$ cat src/rtl/mtr_drv_if.sv
// Speed-in / H-bridge-out bundle between the PID block (master) and mtr_drv (slave).
interface mtr_drv_if;
    logic signed [10:0] lft_spd;
    logic signed [10:0] rght_spd;
    logic               lftPWM1;
    logic               lftPWM2;
    logic               rghtPWM1;
    logic               rghtPWM2;
    logic               prd_done;

    modport master (
        output lft_spd, rght_spd,
        input  lftPWM1, lftPWM2, rghtPWM1, rghtPWM2, prd_done
    );

    modport slave (
        input  lft_spd, rght_spd,
        output lftPWM1, lftPWM2, rghtPWM1, rghtPWM2, prd_done
    );
endinterface

$ cat src/rtl/mtr_drv.sv
// Dual-side 11-bit PWM H-bridge driver with complementary legs and dead time.
// Optional SLEW_LIMIT_EN: duty moves toward target by at most MAX_STEP per period.
module mtr_drv #(
    parameter int NONOVERLAP = 32,
    parameter int MAX_STEP   = 64
) (
    input  logic       clk,
    input  logic       rst_n,
    mtr_drv_if.slave   bus
);

    localparam logic [10:0] CNT_LAST  = 11'h7FF;
    localparam logic [10:0] DUTY_MID  = 11'h400;
    localparam logic [7:0]  DT_MAX    = 8'(NONOVERLAP);

    logic [10:0]        cnt_q, cnt_d;
    logic signed [10:0] spd        [2];
    logic [10:0]        duty_tgt   [2];
    logic [10:0]        duty_q     [2];
    logic [10:0]        duty_d     [2];
    logic               raw        [2];
    logic               raw_prev_q [2];
    logic               raw_prev_d [2];
    logic [7:0]         dt_q       [2];
    logic [7:0]         dt_d       [2];
    logic               pwm1_q     [2];
    logic               pwm1_d     [2];
    logic               pwm2_q     [2];
    logic               pwm2_d     [2];

`ifdef SLEW_LIMIT_EN
    localparam logic signed [11:0] STEP_S = 12'(MAX_STEP);

    // Moves toward tgt without overshoot, so the result stays inside 0..2047.
    function automatic logic [10:0] slew_step(input logic [10:0] cur, input logic [10:0] tgt);
        logic signed [11:0] cur_s;
        logic signed [11:0] tgt_s;
        logic signed [11:0] diff;
        logic signed [11:0] res;
        cur_s = signed'({1'b0, cur});
        tgt_s = signed'({1'b0, tgt});
        diff  = tgt_s - cur_s;
        if (diff > STEP_S)
            res = cur_s + STEP_S;
        else if (diff < -STEP_S)
            res = cur_s - STEP_S;
        else
            res = tgt_s;
        return res[10:0];
    endfunction
`endif

    assign spd[0] = bus.lft_spd;
    assign spd[1] = bus.rght_spd;

    always_comb begin
        cnt_d = cnt_q + 11'd1;
        for (int s = 0; s < 2; s++) begin
            // Offset-binary: flipping the sign bit maps -1024..1023 onto 0..2047.
            duty_tgt[s]   = {~spd[s][10], spd[s][9:0]};
            duty_d[s]     = duty_q[s];
            if (cnt_q == CNT_LAST) begin
`ifdef SLEW_LIMIT_EN
                duty_d[s] = slew_step(duty_q[s], duty_tgt[s]);
`else
                duty_d[s] = duty_tgt[s];
`endif
            end
            raw[s]        = (cnt_q < duty_q[s]);
            raw_prev_d[s] = raw[s];
            // Dead time restarts in the very cycle raw toggles, so neither leg fires at the edge.
            if (raw[s] != raw_prev_q[s])
                dt_d[s] = 8'd0;
            else if (dt_q[s] == DT_MAX)
                dt_d[s] = DT_MAX;
            else
                dt_d[s] = dt_q[s] + 8'd1;
            pwm1_d[s]     =  raw[s] & (dt_d[s] == DT_MAX);
            pwm2_d[s]     = ~raw[s] & (dt_d[s] == DT_MAX);
        end
    end

    // raw_prev resets low: raw is high at cnt 0 with mid duty, so release counts as an edge.
    always_ff @(posedge clk) begin
        if (!rst_n) begin
            cnt_q <= 11'd0;
            for (int s = 0; s < 2; s++) begin
                duty_q[s]     <= DUTY_MID;
                raw_prev_q[s] <= 1'b0;
                dt_q[s]       <= 8'd0;
                pwm1_q[s]     <= 1'b0;
                pwm2_q[s]     <= 1'b0;
            end
        end else begin
            cnt_q <= cnt_d;
            for (int s = 0; s < 2; s++) begin
                duty_q[s]     <= duty_d[s];
                raw_prev_q[s] <= raw_prev_d[s];
                dt_q[s]       <= dt_d[s];
                pwm1_q[s]     <= pwm1_d[s];
                pwm2_q[s]     <= pwm2_d[s];
            end
        end
    end

    assign bus.lftPWM1  = pwm1_q[0];
    assign bus.lftPWM2  = pwm2_q[0];
    assign bus.rghtPWM1 = pwm1_q[1];
    assign bus.rghtPWM2 = pwm2_q[1];
    assign bus.prd_done = rst_n & (cnt_q == CNT_LAST);

endmodule
$ cat src/flat_wrapper.sv
// flat-port wrapper written by rule: the top's interface ports become plain ports
module mtr_drv_flat 
#(
    parameter int NONOVERLAP = 32,
    parameter int MAX_STEP   = 64
)
  (clk, rst_n, bus_lft_spd, bus_rght_spd, bus_lftPWM1, bus_lftPWM2, bus_rghtPWM1, bus_rghtPWM2, bus_prd_done);
  mtr_drv_if bus_i ();
  input  logic clk;
  input  logic rst_n;
  input wire logic [$bits(bus_i.lft_spd)-1:0] bus_lft_spd;
  input wire logic [$bits(bus_i.rght_spd)-1:0] bus_rght_spd;
  output wire logic [$bits(bus_i.lftPWM1)-1:0] bus_lftPWM1;
  output wire logic [$bits(bus_i.lftPWM2)-1:0] bus_lftPWM2;
  output wire logic [$bits(bus_i.rghtPWM1)-1:0] bus_rghtPWM1;
  output wire logic [$bits(bus_i.rghtPWM2)-1:0] bus_rghtPWM2;
  output wire logic [$bits(bus_i.prd_done)-1:0] bus_prd_done;
  assign bus_i.lft_spd = bus_lft_spd;
  assign bus_i.rght_spd = bus_rght_spd;
  assign bus_lftPWM1 = bus_i.lftPWM1;
  assign bus_lftPWM2 = bus_i.lftPWM2;
  assign bus_rghtPWM1 = bus_i.rghtPWM1;
  assign bus_rghtPWM2 = bus_i.rghtPWM2;
  assign bus_prd_done = bus_i.prd_done;
  mtr_drv #(.NONOVERLAP(NONOVERLAP), .MAX_STEP(MAX_STEP)) u_core (.clk(clk), .rst_n(rst_n), .bus(bus_i));
endmodule
$ cat config.mk
export PLATFORM = sky130hd
export DESIGN_NAME = mtr_drv_flat
export DESIGN_NICKNAME = d
export VERILOG_FILES = /design/src/rtl/mtr_drv_if.sv /design/src/rtl/mtr_drv.sv /design/src/flat_wrapper.sv
export SDC_FILE = /design/constraint.sdc
export NUM_CORES = 1
export LEC_CHECK = 0
export ABC_AREA = 1
export ABC_CLOCK_PERIOD_IN_PS = 1800
export CAP_MARGIN = 10
export CORE_UTILIZATION = 55
export DETAILED_ROUTE_END_ITERATION = 12
export GPL_TIMING_DRIVEN = 0
export PLACE_DENSITY = 0.84
export SLEW_MARGIN = 20
export SYNTH_ARGS = -nofsm -noshare
export SYNTH_HDL_FRONTEND = slang
export SYNTH_SLANG_ARGS = --single-unit
$ cat constraint.sdc
create_clock -name clk -period 1.8 [get_ports clk]
set_input_delay 0.18 -clock clk [delete_from_list [all_inputs] [get_ports clk]]
set_output_delay 0.18 -clock clk [all_outputs]
set_load 0.02 [all_outputs]
==> Word-level counts from Yosys, hierarchy flattened <==
Memories as Yosys holds them, arrays and structs flattened.
Cells that the tools add are included.
{ "totals": {"wordCells": 55, "mem_count": 5, "regBits": 11, "ramBits": 44, "in_bits": 24, "out_inout_bits": 5} }
{ "op_classes": {"order_cmp": 2, "bitwise": 19, "n_mux": 18, "add_sub_neg": 3, "n_eq_ne": 7} }
{ "memory_table": {"columns": ["memory", "depth", "word_bits", "rd", "rd_clocked_by_memory_dff", "write_ports", "line_no", "rtl"], "rows": [
  ["u_core.duty_q", 2, 11, 2, 0, 2, "mtr_drv.sv:19", "logic [10:0] duty_q [2];"],
  ["u_core.dt_q", 2, 8, 2, 0, 2, "mtr_drv.sv:24", "logic [7:0] dt_q [2];"],
  ["u_core.pwm1_q", 2, 1, 2, 0, 2, "mtr_drv.sv:26", "logic pwm1_q [2];"],
  ["u_core.pwm2_q", 2, 1, 2, 0, 2, "mtr_drv.sv:28", "logic pwm2_q [2];"],
  ["u_core.raw_prev_q", 2, 1, 2, 0, 2, "mtr_drv.sv:22", "logic raw_prev_q [2];"]
]} }
{ "op_table": {"columns": ["cell", "count"], "rows": [
  ["8-bit 2-to-1 mux", 6],
  ["11-bit 2-to-1 mux", 4],
  ["8-bit by 6-bit equality test with 1-bit output (second input constant)", 4],
  ["11-bit < comparator", 2],
  ["8-bit by 1-bit adder with 8-bit output (second input constant)", 2],
  ["11-bit by 1-bit adder with 11-bit output (second input constant)", 1],
  ["11-bit equality test (second input constant)", 1],
  ["1-bit OR", 10],
  ["1-bit 2-to-1 mux", 8],
  ["1-bit AND", 5],
  ["1-bit NOT", 4],
  ["1-bit inequality test", 2]
]} }

==> Logic depth before layout (Yosys ltp) <==
{ "logic_depth": {"word_depth": 6, "ltp_mapped": 15, "depth_no_buf": 15} }

==> Least setup slack after synthesis <==
OpenSTA, ideal clock, no wires.
{ "synth_timing": {"path_kind": "register to register", "start": "register u_core.cnt_q[10]", "end": "memory u_core.pwm2_q[1][0], in the netlist u_core.pwm2_q[0][1]", "synth_period_minus_slack_ns": 1.611, "t_required_ns": 1.736, "path_buffers": 0, "stages_incl_launch_ff": 12, "setup_time_ns": 0.064, "arrival_ns": 1.547, "slack_ns": 0.189, "path_cell_list": "dfxtp_1 > ha_1 > a21o_1 > nor2_1 > nand3_1 > nand2_1 > nand2_1 > o21ai_0 > nand2_1 > inv_1 > nand2_1 > nor2_1"} }
{ "synth_rtl": {"columns": ["item", "line_no", "rtl"], "rows": [
  ["from (decl)", "mtr_drv.sv:16", "logic [10:0] cnt_q, cnt_d;"],
  ["from (signal assigned)", "mtr_drv.sv:95", "cnt_q <= cnt_d;"],
  ["to (decl)", "mtr_drv.sv:28", null]
]} }

==> Final worst setup path <==
{ "layout_timing": {"start": "register u_core.cnt_q[0]", "end": "output bus_prd_done"} }
{ "layout_between": {"elab_chain_cells": 2} }
{ "layout_rtl": {"columns": ["item", "line_no", "rtl"], "rows": [
  ["11-bit equality test", "mtr_drv.sv:110", "assign bus.prd_done = rst_n & (cnt_q == CNT_LAST);"],
  ["1-bit AND", "mtr_drv.sv:110", null],
  ["to (decl)", "flat_wrapper.sv:17", "output wire logic [$bits(bus_i.prd_done)-1:0] bus_prd_done;"]
]} }
Every way passes these cells.

==> reports/metrics.csv <==
metric,value,unit
antenna-violating nets left,0,
WL per Instance,14.0,microns
cell count of the worst reg-to-reg path,11,
clk_lat worst skew,0.30,ns
dominant cell type by area after synthesis,dfxtp_1,
CTS Hold Bufs,0,
Final Instance Area,3530,sq um
WP buf/inv,3,
clk root buf,clkbuf_8,
first-pass GRT wire length,10.4,mm
largest net degree at the start of global routing,17,
CTS tree,done,
share of layout cells above drive strength 1,17.9,%
placed cells,455,
"delay-heaviest family, CP",simple AND/OR/NAND/NOR gates,
top cell type's share of synthesized area,40.4,%
crit start category,flip-flop,
Bufs on Longest Clock Path,2,
Worst path max stage delay,0.37,ns
WP data required,1.62,ns
Worst-path clk slew,0.09,ns
Yosys cell types,28,
Non-Filler Instances,481,
vias per inst,5.25,
Max Cap Violations,0,
Rows,25,
Max Fclk,0.520,GHz
Setup TNS,-0.229,ns
ys async rst share,0,%
Die ar.,5240,sq um
clock skew,0.00776,ns
final hold viol count,0,
hpwl dp,3.99,mm
kind of critical path,flip-flop to output port,
grt total ovfl,0,
drt initial violations,176,
Worst EP arrival,1.74,ns
worst ir drop on vdd,0.758,mV
Syn-to-layout area delta,29.4,%
Pwr Density,641,nW/um^2
drt pass-1 iters,4,
CTS Buf Count,5,
Via Count,2525,
Post-synth EDFFs,0,
Ports,29,
crit end category,output port,
die width,72.4,microns
# DRC,0,
"most used cell, CP",buf_6,
unrepaired setup endpoints after global routing,true,
status,"complete, but fails checks",
# H-tree levels,2,
routed wire length,6.76,mm
WHS,0.422,ns
Layout fillers,333,
Crit-path slowest cell,dfxtp_2,
area of the core,4750,sq um
multi-input logic area,1470,sq um
hold crit path type,input pin to flip-flop,
Worst-Margin Slew,0.549,ns
Slew HR,63.4,%
"FF+latch count, synth",55,
Initial Util,57.4,%
synth warn,0,
Leakage Power,1.51,nW
Mapped Area,2730,sq um
Die Height,72.4,microns
Reg area,1120,sq um
vias in the first global route,2394,
Area contributors post-synth,"dfxtp_1, ha_1, nand2_1",
"Seq/Total Area, Yosys",40.4,%
top_reg_cell synth,dfxtp_1,
Post-Syn Area per Cell,7.58,sq um
initial antenna violation count,0,
routability cong.,0.848,
Synth Instances,360,
n_diodes,0,
setup ws final,-0.123,ns
placed cell area,3090,sq um
number of cells on the critical path,10,
most frequent cells in the layout,"nand2_1, inv_1, dfxtp_1",
Syn Nets,409,
final setup fails,10,
WHS Path Cells,3,
CP Max Fanout,3,
max-slew violations,0,
Port Buffers,28,
CP Cell Sequence,ha_4 -> nand2_4 -> inv_4 -> nand4_4 -> nor2_2 -> and3_4 -> nand3_4 -> nor2_4 -> buf_6 -> buf_6,
"commonest non-fill, non-tap cell in the layout",nand2_1,
clock sinks,55,
final net count,462,
min cycle time layout,1.92,ns
fin crit share,107,%
failing checks,negative setup slack,
gr usage total,25.4,%
[where the power goes]
group          total, mW  switching [mW]  internal [mW]
registers           1.24          0.0140           1.23
clock network      0.844           0.394          0.451
logic              0.177          0.0856         0.0912
total               2.26           0.493           1.77
[path summary, 6_finish.rpt]
check                      startpoint              endpoint  slack [ns]
setup reg to reg      u_core.cnt_q[0]  u_core.duty_q[0][13]       -0.02
hold reg to reg   u_core.duty_q[0][0]   u_core.duty_q[0][0]        0.48
setup / recovery      u_core.cnt_q[0]          bus_prd_done       -0.12
hold / removal        bus_rght_spd[0]  u_core.duty_q[0][11]        0.42
[registers in the layout, indices dropped and copies added, names as in the netlist]
signal             flops
u_core.dt_q           16
u_core.cnt_q          11
u_core.pwm2_q          2
u_core.raw_prev_q      2
u_core.pwm1_q          2
u_core.duty_q         22
[cell type report]
type,count,share of cell area (%)
repair buffers,46,12.3
multi-input cells,234,41.7
clock inverters,2,0.993
well taps,67,2.38
inverters,65,6.98
flip-flops and latches,55,31.7
plain buffers,6,1.60
clock buffers,6,2.34
[Yosys cell counts, types with 3 or more instances]
cell type,number
nand3_1,14
nor2_1,37
xor2_1,8
nor4_1,3
nor3_1,10
ha_1,25
inv_1,64
a21oi_1,16
o21ai_0,27
nand4_1,8
dfxtp_1,55
nand2_1,72
[kinds of logic (layout without fill, tap and decap cells)]
| logic type | Yosys count | count (layout) | share of synthesized area (%) |
|---|---|---|---|
| compound gates | 46 | 46 | 8.81 |
| xor+xnor | 10 | 10 | 3.21 |
| fa+ha+maj | 25 | 25 | 11.5 |
| buf+inv | 71 | 125 | 10.5 |
| flops | 55 | 55 | 40.4 |
| simple gates | 153 | 153 | 25.6 |
[layer usage]
layer | global-route usage, % | wire length, microns
met4 | 8.28 | 148
met5 | 0 | 0
met3 | 2.78 | 346
met1 | 31.3 | 2850
met2 | 46.0 | 3410
[timing repair]
| item | 4_1_cts | 5_1_grt |
|---|---|---|
| gates resized for setup | 24 | 30 |
| pin swaps | 3 | 5 |
| buffers inserted | 13 | 5 |
| cloned | 0 | 1 |
| endpoints found under the setup margin | 39 | 44 |
[metrics by stage]
stage / worst slack [ns] / util, % / total power [mW]
after floorplan: 0.189 / - / 1.34
after CTS: -0.174 / 70.5 / 2.26
after global placement: -0.549 / 65.0 / 1.41
after detailed placement: -0.573 / 65.0 / 1.41
final: -0.123 / 74.2 / 2.26
after global routing: -0.202 / 74.2 / 2.33
[worst min-delay path, cell delays in order]
cell             delay (ns)
clkdlybuf4s50_1        0.40
nand2_1                0.06
nand2_1                0.04
No activity file was read; power rests on OpenSTA's default activity.
